## config.mk

```make
export PLATFORM = sky130hd
export DESIGN_NAME = fft_frame_reader
export DESIGN_NICKNAME = d
export VERILOG_FILES = /design/src/rtl/fft_mem_pkg.sv /design/src/rtl/fft_rd_skid_fifo.sv /design/src/rtl/fft_frame_reader.sv
export SDC_FILE = /design/constraint.sdc
export NUM_CORES = 1
export LEC_CHECK = 0
export CAP_MARGIN = 20
export CORE_ASPECT_RATIO = 0.6
export CORE_UTILIZATION = 35
export DETAILED_ROUTE_END_ITERATION = 7
export GPL_TIMING_DRIVEN = 0
export PLACE_DENSITY = 0.61
export SETUP_SLACK_MARGIN = 0.15
export SYNTH_ARGS = -nofsm -noshare
export SYNTH_HDL_FRONTEND = slang
export SYNTH_HIERARCHICAL = 1
export SYNTH_SLANG_ARGS = --single-unit
```

## constraint.sdc

```tcl
create_clock -name clk -period 2.9 [get_ports clk]
set_input_delay 0.725 -clock clk [delete_from_list [all_inputs] [get_ports clk]]
set_output_delay 0.725 -clock clk [all_outputs]
set_load 0.01 [all_outputs]
```

## src/rtl/fft_mem_pkg.sv

```systemverilog
// Shared defaults and types for the FFT sample-memory reader.
package fft_mem_pkg;

  localparam int NUM_BITS  = 10;
  localparam int ADDR_W    = 11;
  localparam int FRAME_LEN = 2048;

  typedef enum logic [1:0] {
    IDLE,
    READ,
    DRAIN,
    FIN
  } state_t;

  typedef logic [NUM_BITS-1:0] sample_t;
  typedef logic [ADDR_W-1:0]   addr_t;

endpackage

```

## src/rtl/fft_rd_skid_fifo.sv

```systemverilog
// Two-entry synchronous FIFO that holds {last, data} words between the RAM
// read port and the output stream. The reader's credit logic keeps it from
// ever being pushed while full, but a push into a full FIFO with no pop is
// dropped rather than corrupting an entry.
module fft_rd_skid_fifo #(
  parameter int W = 11
) (
  input  logic         clk,
  input  logic         rst,
  input  logic         push,
  input  logic [W-1:0] push_data,
  input  logic         pop,
  output logic [W-1:0] pop_data,
  output logic [1:0]   count,
  output logic         empty
);

  logic [W-1:0] mem_q [2];
  logic         wr_ptr_q;
  logic         rd_ptr_q;
  logic [1:0]   count_q;
  logic         do_push;
  logic         do_pop;

  assign do_pop   = pop & (count_q != 2'd0);
  assign do_push  = push & ((count_q != 2'd2) | do_pop);
  assign pop_data = mem_q[rd_ptr_q];
  assign count    = count_q;
  assign empty    = (count_q == 2'd0);

  // Storage, pointers and occupancy; push and pop in the same cycle keep the count.
  always_ff @(posedge clk or posedge rst) begin
    if (rst) begin
      mem_q[0] <= '0;
      mem_q[1] <= '0;
      wr_ptr_q <= 1'b0;
      rd_ptr_q <= 1'b0;
      count_q  <= 2'd0;
    end else begin
      if (do_push) begin
        mem_q[wr_ptr_q] <= push_data;
        wr_ptr_q        <= ~wr_ptr_q;
      end
      if (do_pop) begin
        rd_ptr_q <= ~rd_ptr_q;
      end
      case ({do_push, do_pop})
        2'b10:   count_q <= count_q + 2'd1;
        2'b01:   count_q <= count_q - 2'd1;
        default: count_q <= count_q;
      endcase
    end
  end

endmodule

```

## src/rtl/fft_frame_reader.sv

```systemverilog
// Reads one frame of FRAME_LEN consecutive samples from the single-port
// sample RAM (1-cycle read latency) and streams them to the FFT core.
//
// Output handshake: a sample transfers on every clock edge where s_valid
// and s_ready are both high; once s_valid is raised it stays high with
// s_data/s_last unchanged until that transfer happens.
//
// Reads are issued on credit: a read is only launched when the buffer
// occupancy plus the read still in flight (minus a pop this cycle) leaves
// room, so returning RAM data always has a slot waiting for it.
module fft_frame_reader
  import fft_mem_pkg::*;
#(
  parameter int NUM_BITS  = fft_mem_pkg::NUM_BITS,
  parameter int ADDR_W    = fft_mem_pkg::ADDR_W,
  parameter int FRAME_LEN = fft_mem_pkg::FRAME_LEN
) (
  input  logic                clk,
  input  logic                rst,
  input  logic                start,
  input  logic [ADDR_W-1:0]   base_addr,
  output logic                busy,
  output logic                done,
  output logic                mem_en,
  output logic [ADDR_W-1:0]   mem_addr,
  input  logic [NUM_BITS-1:0] mem_data,
  output logic [NUM_BITS-1:0] s_data,
  output logic                s_valid,
  input  logic                s_ready,
  output logic                s_last,
  output state_t              dbg_state
);

  localparam int               CNT_W     = ADDR_W + 1;
  localparam logic [CNT_W-1:0] FRAME_CNT = CNT_W'(FRAME_LEN);
  localparam logic [CNT_W-1:0] LAST_IDX  = CNT_W'(FRAME_LEN - 1);

  state_t             state_q, state_d;
  logic [ADDR_W-1:0]  base_q, base_d;
  logic [CNT_W-1:0]   issued_q, issued_d;
  logic [CNT_W-1:0]   delivered_q, delivered_d;
  logic               inflight_q;
  logic               inflight_last_q;

  logic               pop;
  logic               credit_ok;
  logic               issue_last;
  logic [1:0]         buf_count;
  logic               buf_empty;
  logic [NUM_BITS:0]  buf_word;

  assign pop        = s_valid & s_ready;
  assign s_valid    = ~buf_empty;
  assign s_last     = buf_word[NUM_BITS];
  assign s_data     = buf_word[NUM_BITS-1:0];
  assign mem_addr   = base_q + issued_q[ADDR_W-1:0];
  assign issue_last = (issued_q == LAST_IDX);
  assign dbg_state  = state_q;

  // Room for another read: buffered + in flight - popped must stay below 2.
  assign credit_ok = ({1'b0, buf_count} + {2'b00, inflight_q}) < (3'd2 + {2'b00, pop});

  // Next-state, counters and control outputs.
  always_comb begin
    state_d     = state_q;
    base_d      = base_q;
    issued_d    = issued_q;
    delivered_d = delivered_q;
    mem_en      = 1'b0;
    busy        = 1'b0;
    done        = 1'b0;

    if (pop) begin
      delivered_d = delivered_q + 1'b1;
    end

    unique case (state_q)
      IDLE: begin
        if (start) begin
          state_d     = READ;
          base_d      = base_addr;
          issued_d    = '0;
          delivered_d = '0;
        end
      end
      READ: begin
        busy = 1'b1;
        if (issued_q < FRAME_CNT) begin
          if (credit_ok) begin
            mem_en   = 1'b1;
            issued_d = issued_q + 1'b1;
          end
        end else begin
          state_d = DRAIN;
        end
      end
      DRAIN: begin
        busy = 1'b1;
        if (pop && (delivered_q == LAST_IDX)) begin
          state_d = FIN;
        end
      end
      FIN: begin
        done    = 1'b1;
        state_d = IDLE;
      end
      default: state_d = IDLE;
    endcase
  end

  // State, counters and the read-in-flight tracker (tags the frame's last read).
  always_ff @(posedge clk or posedge rst) begin
    if (rst) begin
      state_q         <= IDLE;
      base_q          <= '0;
      issued_q        <= '0;
      delivered_q     <= '0;
      inflight_q      <= 1'b0;
      inflight_last_q <= 1'b0;
    end else begin
      state_q         <= state_d;
      base_q          <= base_d;
      issued_q        <= issued_d;
      delivered_q     <= delivered_d;
      inflight_q      <= mem_en;
      inflight_last_q <= mem_en & issue_last;
    end
  end

  fft_rd_skid_fifo #(
    .W(NUM_BITS + 1)
  ) u_fifo (
    .clk       (clk),
    .rst       (rst),
    .push      (inflight_q),
    .push_data ({inflight_last_q, mem_data}),
    .pop       (pop),
    .pop_data  (buf_word),
    .count     (buf_count),
    .empty     (buf_empty)
  );

endmodule

```

==> summary.txt, run 1 <==
Worst setup path
  – CP Data Required Time: approximately 2.2 ns
  – CP Class: reg2out
  – Worst setup SP type: flop
  – Worst Path Arrival: 2.08 ns
  – Worst Reg-to-Reg Cells: 8
  – CP Max Fanout: 2
  – CP endpoint kind: output pin

Floorplanning
  – Ports: 53
  – Core Area: 9910 sq um
  – Initial core utilization: 0.363
  – Die area: 10700 sq um
  – Row cnt: 28
  – Chip Height: 80.5 um
  – Die W: 133 um

GRT
  – Initial antenna violation count: 0
  – Gr ovfl total: 0
  – First-pass GRT wire length: 12.7 mm
  – Gr usage total: 0.156
  – Largest net degree at the start of global routing: 40
  – Vias in the first global route: roughly 2500

Run status
  – Status: completed

Placement
  – DP Area: 4290 sq um
  – GP Congestion: 0.814
  – # port buffers: 52
  – # placed instances: ~510
  – Placed wire-length estimate: 5.37 mm

Cells and area
  – Layout cells sized above 1: 0.313
  – Sequential cell area: 1640 sq um
  – # diodes: 0
  – Area Overhead vs Synth: 35.8%
  – Final Instance Count excl. Fillers: 538
  – Fin area: just under 5000 sq um
  – # nets final: 443
  – # fillers: 911
  – Multi-input gate area: approximately 2000 sq um

Logic synthesis
  – Ys Warns: 6
  – Cell count after synthesis: 318
  – Number of synthesized flops with an enable pin: 0
  – Post-Syn Area: about 3600 sq um
  – Sequential share of the synthesized area: 0.452
  – Mapped Nets: between 300 and 400
  – Post-synth ARST share: 1.00
  – Seq cells post-synth: between 60 and 70
  – Mapped Avg Cell Area: 11.3 sq um
  – Dominant synthesized flop cell: dfrtp_1
  – Synth cell types: 46

STA
  – Final Cycle Share: 0.967
  – Worst slew pin tran: a little over 0.8 ns
  – Final Hold Fails: 0
  – Final Hold Slack: 0.485 ns
  – Clock skew: 0.00336 ns
  – Max Clk Rate: around 360 MHz
  – Final setup violating endpoints: 0
  – RSZ-0062 raised after global routing: yes
  – Crit path time final: 2.80 ns
  – Worst relative slew slack: 0.450
  – Max Transition Viols Final: 0

CTS
  – Worst-Skew Late Latency: 0.33 ns
  – Clock Sinks: 65
  – Cts bufs inserted: 9
  – CTS clock-pin slew for the worst setup and hold paths: 0.05 ns
  – Longest Clk Path Bufs: 2
  – CTS tree: built
  – CTS H-Tree Depth: 3
  – Clk root buf: clkbuf_16

Power
  – Sw Share: 0.330
  – Seq pwr share: 0.293
  – Tot Pwr: 5.02 mW
  – Sw power: 1.65 mW
  – Comb pwr share: 0.472
  – P_leak: 2.12 nW
  – Power Density: roughly 1000 nW/um^2
  – Worst vdd ir: a little under 0.4 mV
  – Pint: 3.36 mW
  – Clock power share: 0.235

Drt
  – Routed WL per cell: between 10 and 15 um
  – First-pass DRT Iterations: 4
  – Vias: between 2000 and 3000
  – WL final: 7.71 mm
  – 1st-iter DRT viols: 122
  – Via-per-instance ratio: 4.85
  – Post-route DRC: 0
  – Routed Antenna Nets: 0

Min path
  – Hold Path Stages: 1
  – Class of the worst hold path: reg2reg

Flow run
  – MaxCap Viol Count: 0
[area by class of cell]
cell class / count / share of cell area
inverters: 13 / 0.0110
flip-flops and latches: 65 / 0.335
multi-input cells: 230 / 0.410
clock inverters: 5 / 0.0159
well taps: 135 / 0.0346
clock buffers: 11 / 0.0517
plain buffers: 10 / 0.0143
repair buffers: 69 / 0.128
[power groups by stage]
| stage | sequential, mW | clock [mW] | combinational (mW) |
|---|---|---|---|
| 3_5_place_dp | 1.46 | 0 | 2.25 |
| 6_report | 1.47 | 1.18 | 2.37 |
| 5_1_grt | 1.52 | 1.25 | 2.58 |
| 3_3_place_gp | 1.45 | 0 | 2.23 |
| 4_1_cts | 1.47 | 1.21 | 2.32 |
| 2_1_floorplan | 1.40 | 0 | 1.48 |
[sequential cells by signal (all words and copies together), names as in the netlist]
register,cells
delivered_q,12
u_fifo/count,2
inflight_last_q,1
u_fifo/rd_ptr_q,1
u_fifo/wr_ptr_q,1
u_fifo/mem_q,22
issued_q,12
base_q,11
dbg_state,2
inflight_q,1
[per-layer routing]
layer / track usage / routed length [um] / up-vias / share of wire
met1: 0.229 / 4150 / 1252 / 0.54
met4: 0.0517 / 97 / 0 / 0.013
met2: 0.209 / 3130 / 55 / 0.41
met3: 0.0537 / 339 / 9 / 0.044
li1: - / - / 1291 / -
met5: 0 / 0 / - / 0
[layout by cell type, fill, tap and decap left out, types with 4 or more instances in the layout]
cell type and n:
a21oi_1 11, a21oi_2 4, a31oi_1 7, buf_2 8, buf_4 16, buf_6 4, clkbuf_1 4, clkbuf_16 9
clkdlybuf4s50_1 40, dfrtp_1 58, dfrtp_2 7, ha_1 12, ha_4 6, inv_1 10, mux2_2 22, mux2_4 20
nand2_1 21, nand3_1 11, nand4_1 7, nor2_1 21, o21ai_0 8, o21ai_1 7, xnor2_1 12, xor2_1 12
[Yosys cell counts, drive strengths merged, types with 3 or more instances]
library cell | n | area [sq um]
dfrtp | 65 | 1630
mux2 | 45 | 582
nor2 | 22 | 82.6
nand2 | 21 | 78.8
ha | 19 | 238
a21oi | 17 | 85.1
o21ai | 16 | 83.8
inv | 12 | 45.0
nand3 | 12 | 60.1
xnor2 | 12 | 105
xor2 | 12 | 105
a31oi | 7 | 43.8
nand4 | 7 | 43.8
buf | 6 | 55.1
clkbuf | 4 | 15.0
nor3 | 4 | 20.0
and3 | 3 | 18.8
mux2i | 3 | 30.0
nand2b | 3 | 18.8
nor2b | 3 | 18.8
or2 | 3 | 18.8
[critical path, cell delays in order, from the launching register on]
cell,delay [ns]
dfrtp_1,0.40
ha_4,0.15
inv_2,0.04
fa_2,0.35
nand2b_4,0.16
a21oi_4,0.15
nor2_2,0.08
a21oi_2,0.14
xnor2_1,0.13
buf_2,0.15
[stage by stage]
stage               utilization  TNS [ns]  worst slack [ns]
finish                    0.493         0            0.0953
detailed placement        0.432     -1.74            -0.674
floorplan                     -         0             0.361
global placement          0.432     -1.72            -0.676
global route              0.493   -0.0179           -0.0106
CTS                       0.482         0            0.0632
[timing repair]
item,CTS,global route
pin swaps,11,11
endpoints found under the setup margin,11,9
endpoints found under the hold margin,0,0
gates cloned,0,0
hold buffers,0,0
gates resized for setup,49,16
setup buffers,10,6
[cells by family after synthesis]
kind of cell / Yosys count / synth area share
fa+ha+maj: 20 / 0.0716
xor+xnor: 24 / 0.0584
flops: 65 / 0.452
simple gates: 90 / 0.130
buf+inv: 23 / 0.0344
mux: 48 / 0.170
compound gates: 48 / 0.0831
[worst paths after layout]
| path | startpoint | to | slack, ns |
|---|---|---|---|
| setup reg to reg | inflight_q | issued_q[11] | 0.44 |
| min in group asynchronous | rst | u_fifo/mem_q[7] | 0.67 |
| hold / removal | u_fifo/mem_q[21] | u_fifo/mem_q[21] | 0.48 |
| hold reg to reg | u_fifo/mem_q[21] | u_fifo/mem_q[21] | 0.48 |
| max in group asynchronous | rst | issued_q[0] | 1.41 |
| setup / recovery | base_q[0] | mem_addr[10] | 0.1 |
Power figures use the tool's default switching activity.
==> inputs of run 2 (changes only) <==
Settings changed: CELL_PAD_IN_SITES_DETAIL_PLACEMENT set to 0, CELL_PAD_IN_SITES_GLOBAL_PLACEMENT set to 1, GPL_ROUTABILITY_DRIVEN set to 0, PLACE_DENSITY 0.61 to 0.72.
==> run 2 against run 1 <==
  * Final area fell by 1.9%
  * Fmax fell by 0.71%
  * Global-route usage grew 0.23 points
  * Final cell count down 1.1%
  * Via count shrank 1.2%
  * Sequential cell count stayed put
  * Sequential share of layout area up 0.58 points
  * Die area unchanged
  * Setup slack worse by 0.020 ns
  * Sequential power about the same
  * Register-to-register slack is essentially flat
  * Utilization down 0.95 points
  * Largest cell class unchanged
  * Largest power group unchanged
==> summary.txt, run 2 (synthesis results as in run 1) <==
Run status
  – Status: completed

STA
  – Final Cycle Share: 0.974
  – Final Hold Slack: 0.480 ns
  – Crit path time final: 2.82 ns
  – Max Clk Rate: around 350 MHz
  – Worst relative slew slack: 0.444
  – Final setup violating endpoints: 0
  – Final Hold Fails: 0
  – RSZ-0062 raised after global routing: yes
  – Clock skew: around 0.0059 ns
  – Max Transition Viols Final: 0
  – Worst slew pin tran: 0.833 ns

Worst setup path
  – Largest stage delay on the critical path: 0.35 ns
  – Worst Reg-to-Reg Cells: 7
  – Worst Setup SP: base_q[0]
  – Crit path depth: 9
  – Worst-path cell chain: ha_2, inv_2, fa_2, nand2b_4, a21oi_4, nor2_2, a21oi_2, xnor2_1, buf_2
  – CP endpoint kind: output pin
  – CP Class: reg2out
  – Slowest CP cell: dfrtp_1
  – Worst path bufs/invs: 2
  – Delay-heaviest family, CP: adder cells
  – Worst Path Arrival: 2.10 ns
  – FF-to-FF Start: dbg_state[0]
  – CP Data Required Time: 2.17 ns
  – CP Max Fanout: 2
  – Worst setup SP type: flop

Cells and area
  – Area Overhead vs Synth: 33.2%
  – Most flop-heavy register: u_fifo/mem_q
  – Most frequent cells in the layout: dfrtp_1 (61), clkdlybuf4s50_1 (40), mux2_2 (22), nand2_1 (21), nor2_1 (21)
  – Final Instance Count excl. Fillers: 532
  – Most common cell after layout, fill and taps aside: dfrtp_1
  – # diodes: 0
  – Layout cells sized above 1: 0.295
  – Max FFs per register: 22
  – Largest registers: u_fifo/mem_q: 22 flops, delivered_q: 12 flops, issued_q: 12 flops
  – # nets final: 439
  – Fin util: 0.484

Drt
  – Post-route DRC: 0
  – Vias: 2575
  – Via-per-instance ratio: 4.84
  – 1st-iter DRT viols: 103
  – Routed Antenna Nets: 0
  – Routed WL per cell: 14.6 um
  – WL final: 7.75 mm
  – First-pass DRT Iterations: 4

CTS
  – Clock Sinks: 65
  – Cts bufs inserted: 9
  – Longest Clk Path Bufs: 2
  – Worst-Skew Late Latency: approximately 0.33 ns
  – CTS clock-pin slew for the worst setup and hold paths: 0.05 ns
  – Cts hold-fix bufs: 0
  – CTS tree: built
  – CTS H-Tree Depth: 3
  – Clk root buf: clkbuf_16

Power
  – P_leak: 2.09 nW
  – Worst vdd ir: between 0.4 and 0.5 mV
  – Power Density: 987 nW/um^2

Min path
  – Hold Path Stages: 1
  – HP Start: u_fifo/mem_q[21]
  – Class of the worst hold path: reg2reg

Floorplanning
  – Die W: between 100 and 150 um
  – Row cnt: 28
  – Ports: 53
  – Initial core utilization: 0.363
  – Core Area: 9910 sq um
  – Chip Height: 80.5 um
  – Die area: 10700 sq um

GRT
  – Gr ovfl total: 0
  – Largest net degree at the start of global routing: 40
  – Vias in the first global route: 2505
  – Gr usage total: 0.159
  – First-pass GRT wire length: 12.9 mm
  – Initial antenna violation count: 0

Flow run
  – MaxCap Viol Count: 0

Placement
  – Placed wire-length estimate: 5.46 mm
  – # port buffers: 52
  – # placed instances: around 500
[run 2: changes by cell type in the layout (fill, tap and decap cells not counted), moves of 2 or more]
cell and delta:
dfrtp_2 -3, dfrtp_1 +3, clkinv_2 +3, clkbuf_8 -2, bufinv_16 -2, buf_6 +2, buf_4 -6
[run 2: path summary, 6_finish.rpt]
check	endpoint	slack, ns
max	mem_addr[10]	0.08
min	u_fifo/mem_q[21]	0.48
max reg2reg	delivered_q[2]	0.45
min reg2reg	u_fifo/mem_q[21]	0.48
max in group asynchronous	issued_q[4]	1.40
min in group asynchronous	u_fifo/mem_q[20]	0.72
[run 2: routing by layer]
| metal | wire length (um) | GRT usage | up-vias | part of all wire |
|---|---|---|---|---|
| li1 | - | - | 1279 | - |
| met1 | 4330 | 0.236 | 1234 | 0.56 |
| met2 | 3040 | 0.211 | 52 | 0.39 |
| met3 | 292 | 0.0511 | 10 | 0.038 |
| met4 | 85 | 0.0483 | 0 | 0.011 |
| met5 | 0 | 0 | - | 0 |
[run 2: metrics by stage]
| stage | setup WS [ns] | TNS, ns | total power, mW | area, sq um |
|---|---|---|---|---|
| 5_1_grt | -0.0783 | -0.151 | 5.06 | 4790 |
| 6_report | 0.0752 | 0 | 4.73 | 4790 |
| 3_5_place_dp | -0.677 | -1.61 | 3.73 | 4290 |
| 2_1_floorplan | 0.361 | 0 | 2.88 | 3600 |
| 3_3_place_gp | -0.671 | -1.66 | 3.68 | 4290 |
| 4_1_cts | 0.0315 | 0 | 4.76 | 4720 |
[run 2: area by class of cell]
class / count / area, sq um
multi-input cells: 230 / 2010
clock inverters: 5 / 25.0
well taps: 135 / 169
plain buffers: 10 / 70.1
flip-flops and latches: 65 / 1630
repair buffers: 65 / 608
fillers: 912 / 5120
clock buffers: 9 / 225
inverters: 13 / 53.8
[run 2: repair_timing]
item | CTS | global route
gates resized for setup | 53 | 13
pin swaps | 12 | 14
setup endpoints to repair | 11 | 9
buffers inserted | 9 | 3
[run 2: power breakdown]
part | leakage, nW | switching, mW | internal [mW]
Sequential | 0.815 | 0.241 | 1.23
Clock | 0.130 | 0.373 | 0.559
Combinational | 1.14 | 1.03 | 1.31
==> inputs of run 3 (changes only) <==
Settings changed: ABC_CLOCK_PERIOD_IN_PS set to 2900.
==> results of run 3 <==
Final layout, timing and power as in run 2 (identical DEF).
